<file path="config.mk">
export PLATFORM = sky130hd
export DESIGN_NAME = write_port_decoder
export DESIGN_NICKNAME = d
export VERILOG_FILES = /design/src/rtl/decoder_pkg.sv /design/src/rtl/onehot_decoder.sv /design/src/rtl/write_port_decoder.sv
export SDC_FILE = /design/constraint.sdc
export NUM_CORES = 1
export LEC_CHECK = 0
export CAP_MARGIN = 15
export CORE_MARGIN = 2
export CORE_UTILIZATION = 41
export DETAILED_ROUTE_END_ITERATION = 8
export GPL_ROUTABILITY_DRIVEN = 0
export PLACE_DENSITY_LB_ADDON = 0.12
export SLEW_MARGIN = 10
export SYNTH_ARGS = -nofsm -noshare
export SYNTH_HDL_FRONTEND = slang
export SYNTH_SLANG_ARGS = --single-unit
</file>
<file path="constraint.sdc">
create_clock -name clk -period 2.6 [get_ports clk]
set_input_delay 0.78 -clock clk [delete_from_list [all_inputs] [get_ports clk]]
set_output_delay 0.78 -clock clk [all_outputs]
set_load 0.005 [all_outputs]
</file>
<file path="src/rtl/decoder_pkg.sv">
// Shared defaults and helpers for the multi-port write enable decoder.
package decoder_pkg;

  localparam int unsigned DEFAULT_ADDR_WIDTH = 5;
  localparam int unsigned DEFAULT_NUM_PORTS  = 2;
  localparam int unsigned DEFAULT_CNT_WIDTH  = 16;

  // Width of the rotating priority pointer: clog2 of the port count, never below 1.
  function automatic int unsigned ptr_width(input int unsigned n);
    return (n <= 1) ? 1 : $clog2(n);
  endfunction

endpackage

</file>
<file path="src/rtl/onehot_decoder.sv">
// Combinational N-to-2**N one-hot decoder with enable.
module onehot_decoder #(
  parameter int unsigned ADDR_WIDTH = 5
) (
  input  logic                     enable,
  input  logic [ADDR_WIDTH-1:0]    address,
  output logic [(2**ADDR_WIDTH)-1:0] out
);

  localparam int unsigned DEPTH = 2**ADDR_WIDTH;

  // Single set bit at the requested address, or nothing when disabled.
  always_comb begin
    out = '0;
    if (enable) out = DEPTH'(1) << address;
  end

endmodule

</file>
<file path="src/rtl/write_port_decoder.sv">
// Registered multi-port write enable decoder with rotating-priority collision resolution.
// Optional: WRITE_PORT_DECODER_ZERO_MASK_EN treats address 0 as a hardwired zero register.
module write_port_decoder
  import decoder_pkg::*;
#(
  parameter int unsigned ADDR_WIDTH = DEFAULT_ADDR_WIDTH,
  parameter int unsigned NUM_PORTS  = DEFAULT_NUM_PORTS,
  parameter int unsigned CNT_WIDTH  = DEFAULT_CNT_WIDTH
) (
  input  logic                                 clk,
  input  logic                                 reset,
  input  logic [NUM_PORTS-1:0]                 req_valid,
  input  logic [NUM_PORTS*ADDR_WIDTH-1:0]      req_addr,
  output logic [NUM_PORTS-1:0]                 req_ready,
  output logic [NUM_PORTS*(2**ADDR_WIDTH)-1:0] enable_port,
  output logic [(2**ADDR_WIDTH)-1:0]           enable_out,
  output logic [CNT_WIDTH-1:0]                 collision_cnt
);

  localparam int unsigned DEPTH = 2**ADDR_WIDTH;
  localparam int unsigned PTR_W = ptr_width(NUM_PORTS);

  logic [PTR_W-1:0]           r_prio_ptr;
  logic [NUM_PORTS*DEPTH-1:0] r_enable_port;
  logic [DEPTH-1:0]           r_enable_out;
  logic [CNT_WIDTH-1:0]       r_collision_cnt;

  logic [NUM_PORTS-1:0]       w_ready;
  logic [NUM_PORTS-1:0]       w_zero;
  logic [NUM_PORTS-1:0]       w_dec_en;
  logic [NUM_PORTS*DEPTH-1:0] w_dec;
  logic [DEPTH-1:0]           w_dec_or;
  logic                       w_collision;

  // Accept each valid port unless a higher-ranked valid port targets the same address.
  always_comb begin
    int unsigned rank_p;
    int unsigned rank_q;
    w_ready     = '0;
    w_zero      = '0;
    w_dec_en    = '0;
    w_collision = 1'b0;
    rank_p      = 0;
    rank_q      = 0;
    for (int unsigned p = 0; p < NUM_PORTS; p++) begin
`ifdef WRITE_PORT_DECODER_ZERO_MASK_EN
      w_zero[p] = (req_addr[p*ADDR_WIDTH +: ADDR_WIDTH] == '0);
`endif
      if (req_valid[p] && !reset) begin
        w_ready[p] = 1'b1;
        rank_p = (p + NUM_PORTS - 32'(r_prio_ptr)) % NUM_PORTS;
        if (!w_zero[p]) begin
          for (int unsigned q = 0; q < NUM_PORTS; q++) begin
            rank_q = (q + NUM_PORTS - 32'(r_prio_ptr)) % NUM_PORTS;
            if ((q != p) && req_valid[q] && (rank_q < rank_p) &&
                (req_addr[q*ADDR_WIDTH +: ADDR_WIDTH] == req_addr[p*ADDR_WIDTH +: ADDR_WIDTH]))
              w_ready[p] = 1'b0;
          end
        end
      end
    end
    w_dec_en    = w_ready & ~w_zero;
    w_collision = !reset && ((req_valid & ~w_ready) != '0);
  end

  assign req_ready = w_ready;

  // One decoder per port, enabled only for accepted, non-masked requests.
  for (genvar g = 0; g < NUM_PORTS; g++) begin : g_dec
    onehot_decoder #(.ADDR_WIDTH(ADDR_WIDTH)) u_dec (
      .enable  (w_dec_en[g]),
      .address (req_addr[g*ADDR_WIDTH +: ADDR_WIDTH]),
      .out     (w_dec[g*DEPTH +: DEPTH])
    );
  end

  // Merge per-port slices; arbitration guarantees they are disjoint.
  always_comb begin
    w_dec_or = '0;
    for (int unsigned p = 0; p < NUM_PORTS; p++)
      w_dec_or = w_dec_or | w_dec[p*DEPTH +: DEPTH];
  end

  // Output register stage, priority rotation and saturating collision counter.
  always_ff @(posedge clk) begin
    if (reset) begin
      r_enable_port   <= '0;
      r_enable_out    <= '0;
      r_collision_cnt <= '0;
      r_prio_ptr      <= '0;
    end else begin
      r_enable_port <= w_dec;
      r_enable_out  <= w_dec_or;
      if (w_collision) begin
        if (r_prio_ptr == PTR_W'(NUM_PORTS - 1)) r_prio_ptr <= '0;
        else                                     r_prio_ptr <= r_prio_ptr + PTR_W'(1);
        if (r_collision_cnt != '1) r_collision_cnt <= r_collision_cnt + CNT_WIDTH'(1);
      end
    end
  end

  assign enable_port   = r_enable_port;
  assign enable_out    = r_enable_out;
  assign collision_cnt = r_collision_cnt;

endmodule

</file>
After elaboration in Yosys (flattened, before gate mapping)
Cells that the tools add are included.
{"block": "totals", "elab_cells": 35, "ff_bits": 113}
{"block": "op_classes", "bitwise_logic": 3, "eq_ne": 3, "magnitude_cmp": 2, "n_addsub": 4, "n_shift": 2, "muxes": 7, "reduce_logical": 10}
{"cell": "32-bit 2-to-1 mux", "count": 2}
{"cell": "1-bit by 5-bit left shift with 32-bit output (first input constant)", "count": 2}
{"cell": "32-bit bitwise OR", "count": 1}
{"cell": "16-bit by 1-bit adder with 16-bit output (second input constant)", "count": 1}
{"cell": "16-bit inequality test (second input constant)", "count": 1}
{"cell": "5-bit equality test", "count": 2}
{"cell": "1-bit logical AND", "count": 7}
{"cell": "1-bit 2-to-1 mux", "count": 5}
{"cell": "2-bit AND", "count": 1}
{"cell": "1-bit < comparator", "count": 2}
{"cell": "2-bit inverter", "count": 1}
{"cell": "2-bit AND reduction", "count": 1}
{"cell": "2-bit nonzero test", "count": 1}
{"cell": "1-bit subtractor (first input constant)", "count": 2}
{"cell": "1-bit adder (second input constant)", "count": 1}
{"cell": "1-bit zero test", "count": 1}

Longest topological paths before layout
{"block": "depth", "word_depth": 11, "mapped_depth": 8, "depth_no_buf": 6}

By module
Synthesis repeated with hierarchy kept, for this count alone.
{"block": "unflattened", "hier_cells": 416, "area_unflattened_um2": 4072.7}
{"module": "write_port_decoder", "cells_per_inst": 322, "area_each_um2": 3604.7, "n_inst": 1}
{"module": "onehot_decoder", "cells_per_inst": 47, "area_each_um2": 234.0, "n_inst": 2}

Least setup slack after synthesis
OpenSTA, ideal clock, no wires.
{"block": "synth_path", "kind": "input port to output port", "startpoint": "input req_addr[5]", "endpoint": "output req_ready[0]", "t_arrival_ps": 1885, "stages": 6, "setup_slack_ps": -65, "n_path_buf": 2, "t_required_ps": 1820, "cell_sequence": "buf_4 xor2_2 nor3_4 a41o_1 inv_1 buf_4"}
{"block": "synth_via", "elab_chain_len": 4}
{"item": "start: declaration", "line_no": "write_port_decoder.sv:13", "source": "input logic [NUM_PORTS*ADDR_WIDTH-1:0] req_addr,"}
{"item": "5-bit equality test", "line_no": "write_port_decoder.sv:56", "source": "(req_addr[q*ADDR_WIDTH +: ADDR_WIDTH] == req_addr[p*ADDR_WIDTH +: ADDR_WIDTH]))"}
{"item": "1-bit logical AND", "line_no": "write_port_decoder.sv:55", "source": "if ((q != p) && req_valid[q] && (rank_q < rank_p) &&"}
{"item": "1-bit 2-to-1 mux", "line_no": "write_port_decoder.sv:55"}
{"item": "1-bit 2-to-1 mux", "line_no": "write_port_decoder.sv:49", "source": "if (req_valid[p] && !reset) begin"}
{"item": "end: declaration", "line_no": "write_port_decoder.sv:14", "source": "output logic [NUM_PORTS-1:0] req_ready,"}
Every way passes these cells.

Final worst setup path
{"block": "layout_path", "startpoint": "input req_valid[1]", "endpoint": "output req_ready[1]"}
{"block": "layout_via", "elab_chain_len": 2}
{"item": "start: declaration", "line_no": "write_port_decoder.sv:12", "source": "input logic [NUM_PORTS-1:0] req_valid,"}
{"item": "1-bit logical AND", "line_no": "write_port_decoder.sv:49"}
{"item": "1-bit 2-to-1 mux", "line_no": "write_port_decoder.sv:49"}
Every way passes these cells.

==> reports/qor.yml <==
outcome:
  outcome: "complete, no violations"
yosys:
  synthesis.instances: 383
  synth_seq_cells: 113
  yosys_warning_count: 0
  synth_top_area_share_pct: 59.3
  share_of_flip_flops_with_an_asynchronous_set_or_reset_pct: 0
  postSynth.topFlopCell: "dfxtp_1"
  synthTopCellsByArea: "dfxtp_1 59%, nor2_1 6.7%, o22ai_1 4.9%, nand3_1 2.0%, o31ai_1 1.8%"
  mapped_avg_cell_area_sq_um: 9.95
  synth-seq-area-share_pct: 59.3
  synth_enable_flop_cells: 0
  post_synth_most_frequent_cells: "113 x dfxtp_1, 68 x nor2_1, 30 x o22ai_1"
  yosys.cell_count.top_type: "dfxtp_1"
  synthDominantAreaCellType: "dfxtp_1"
  synth.lib_cells_used.distinct: 47
  synth_nets: 398
  synth.cell_area_sq_mm: 0.00381
setup_path:
  critPathBufInv: 3
  cells_on_worst_reg2reg_path: 6
  critical_path_required_ns: 1.82
  crit-reg2reg-capture: "collision_cnt[2]"
  critical_path_peak_fanout: 2
  r2r_setup_slack_ns: 0.51
  cp.arrival_ns: 1.79
  crit_chain: "clkdlybuf4s50_1, nor2b_4, nand2_1, inv_1, clkdlybuf4s15_1"
  setup.worst_path.end_class: "output pin"
  criticalPathCategory: "in -> out"
  timing.critical_path.max_delay_family: "buffers and inverters"
  max_stage_delay_ns: 0.51
  worst_r2r_startpoint: "collision_cnt[0]"
  slowest_stage_cell_on_the_critical_path: "clkdlybuf4s50_1"
  critPathLaunchType: "input pin"
global_route:
  gr-total-overflow: 0
  grt_first_pass_wirelength_mm: 17.2
  grt_use_total_pct: 22.4
  initial_antenna_violation_count: 0
  via_count_of_the_first_global_routing_pass: 3380
  grt_max_degree: 19
die:
  row_count: 35
  fp.coreArea_sq_mm: 0.00911
  die_area_sq_mm: 0.0101
  top_ports: 128
  die_w_microns: 100
  floorplan.die.height_microns: 100
  start_util_pct: 41.9
timing:
  rsz_0062_raised_after_global_routing: "true"
  final.min_clock_period_ns: 2.57
  tightest_slew_ns: 0.513
  max_clock_freq_mhz: 390
  timing.final.hold_violations: 0
  setup_ws_ns: 0.0337
  tns_ns: 0
  timing.final.crit_share_pct: 98.7
  hold_slack_ns: 0.498
  fin_skew_ns: 0.00730
  setup_viol_count_final: 0
  count_of_final_max_slew_check_failures: 0
  worst_slew_slack_as_a_fraction_of_its_limit_pct: 65.8
place:
  place.detailed.hpwl_mm: 7.60
  pre_cts_ws_ns: -0.752
  port_buffers: 127
cts:
  clock_tree.buffer_depth: 2
  path_clk_slew_ns: 0.06
  cts_tree: "built"
  clock_latency_ns: 0.50
  root_buffer: "clkbuf_8"
  cts_num_sinks: 113
  htreeDepth: 4
  cts-buffers-inserted: 17
  cts_hold_buffers: 0
final_layout:
  finalNetCount: 554
  areaGrowthSynthToFinish_pct: 58.1
  insertedDiodeCount: 0
  final_layout_size_suffix_gt1_share_pct: 19.6
route:
  ant_nets: 0
  remaining_drc_errors: 0
  total_wire_length_mm: 11.0
  via_per_inst: 5.12
  vias: 3392
  dr.first_iter.drc_count: 108
  drt_pass1_iterations: 4
  routedWlPerCell_microns: 16.5
worst_hold_path:
  min_path_cells: 2
  timing.hold.worst.start: "collision_cnt[4]"
  hold_class: "reg -> reg"
  whs_endpoint: "collision_cnt[4]"
power_and_ir_drop:
  power_density_mw_per_mm2: 725
  peakVddDrop_mv: 0.444
  cellLeakagePower_nw: 2.23
job:
  drv_cap: 0
layout by cell type, fill, tap and decap left out, types with 9 or more instances in the layout:
cell type and instances:
dfxtp_1 113, buf_4 41, clkdlybuf4s50_1 113, o22ai_1 30
a21oi_1 11, o31ai_1 9, clkbuf_16 16, nor2_1 68
nand3_1 15, nand2_1 17
area by class of cell:
cell class / count / area, sq um
clock buffers: 18 / 418
clock inverters: 14 / 203
fillers: 743 / 3080
inverters: 9 / 33.8
multi-input cells: 229 / 1370
flip-flops and latches: 113 / 2260
well taps: 111 / 139
repair buffers: 169 / 1600
where the power goes:
group	total, mW	internal, mW	switching (mW)
logic	0.221	0.101	0.119
registers	1.75	1.74	0.00381
clock network	2.40	1.57	0.831
total	4.37	3.42	0.955
sequential cells by signal, summed over array words and instances, names as in the netlist:
signal,flops
collision_cnt,16
enable_out,32
r_prio_ptr,1
enable_port,64
tightest hold or removal path: stages (launching register included):
cell and delay, ns:
dfxtp_1 0.33, o31ai_1 0.07, a21oi_1 0.06
kinds of logic after synthesis:
kind of cell	count (synthesis)	synth area share, %
xor+xnor	6	1.58
simple gates	159	21.6
flops	113	59.3
buf+inv	41	5.61
mux	4	1.15
compound gates	59	10.4
fa+ha+maj	1	0.328
how the worst max path moves through the flow:
stage / startpoint / endpoint / slack, ns / cells past startpoint
finish: req_valid[1] / req_ready[1] / 0.03 / 5
global route: req_addr[7] / req_ready[0] / -0.008 / 7
CTS: req_addr[5] / req_ready[0] / 0.01 / 7
detailed placement: req_addr[0] / req_ready[0] / -0.75 / 6
global placement: req_addr[0] / req_ready[0] / -0.72 / 6
floorplan: req_addr[8] / req_ready[0] / -0.01 / 6
per-layer routing:
metal | wire length [microns] | track usage, % | vias up
li1 | - | - | 1637
met2 | 5210 | 35.1 | 116
met5 | 0 | 0 | -
met4 | 95 | 9.80 | 0
met3 | 811 | 7.73 | 10
met1 | 4860 | 28.0 | 1629
what timing repair did:
item	in CTS	in global routing
gates resized for setup	40	12
setup buffers	5	2
setup endpoints to repair	2	2
cloned	0	0
pin swaps	8	5
metrics by stage:
stage | util, % | area (sq um) | power, mW | std cells
after global routing | 66.2 | 6030 | 4.50 | 663
after detailed placement | 58.8 | 5350 | 1.99 | 625
final | 66.2 | 6030 | 4.37 | 663
after floorplan | - | 3850 | 1.89 | 383
after CTS | 65.7 | 5990 | 4.40 | 661
after global placement | 58.8 | 5350 | 1.99 | 625
Power figures use the tool's default switching activity.
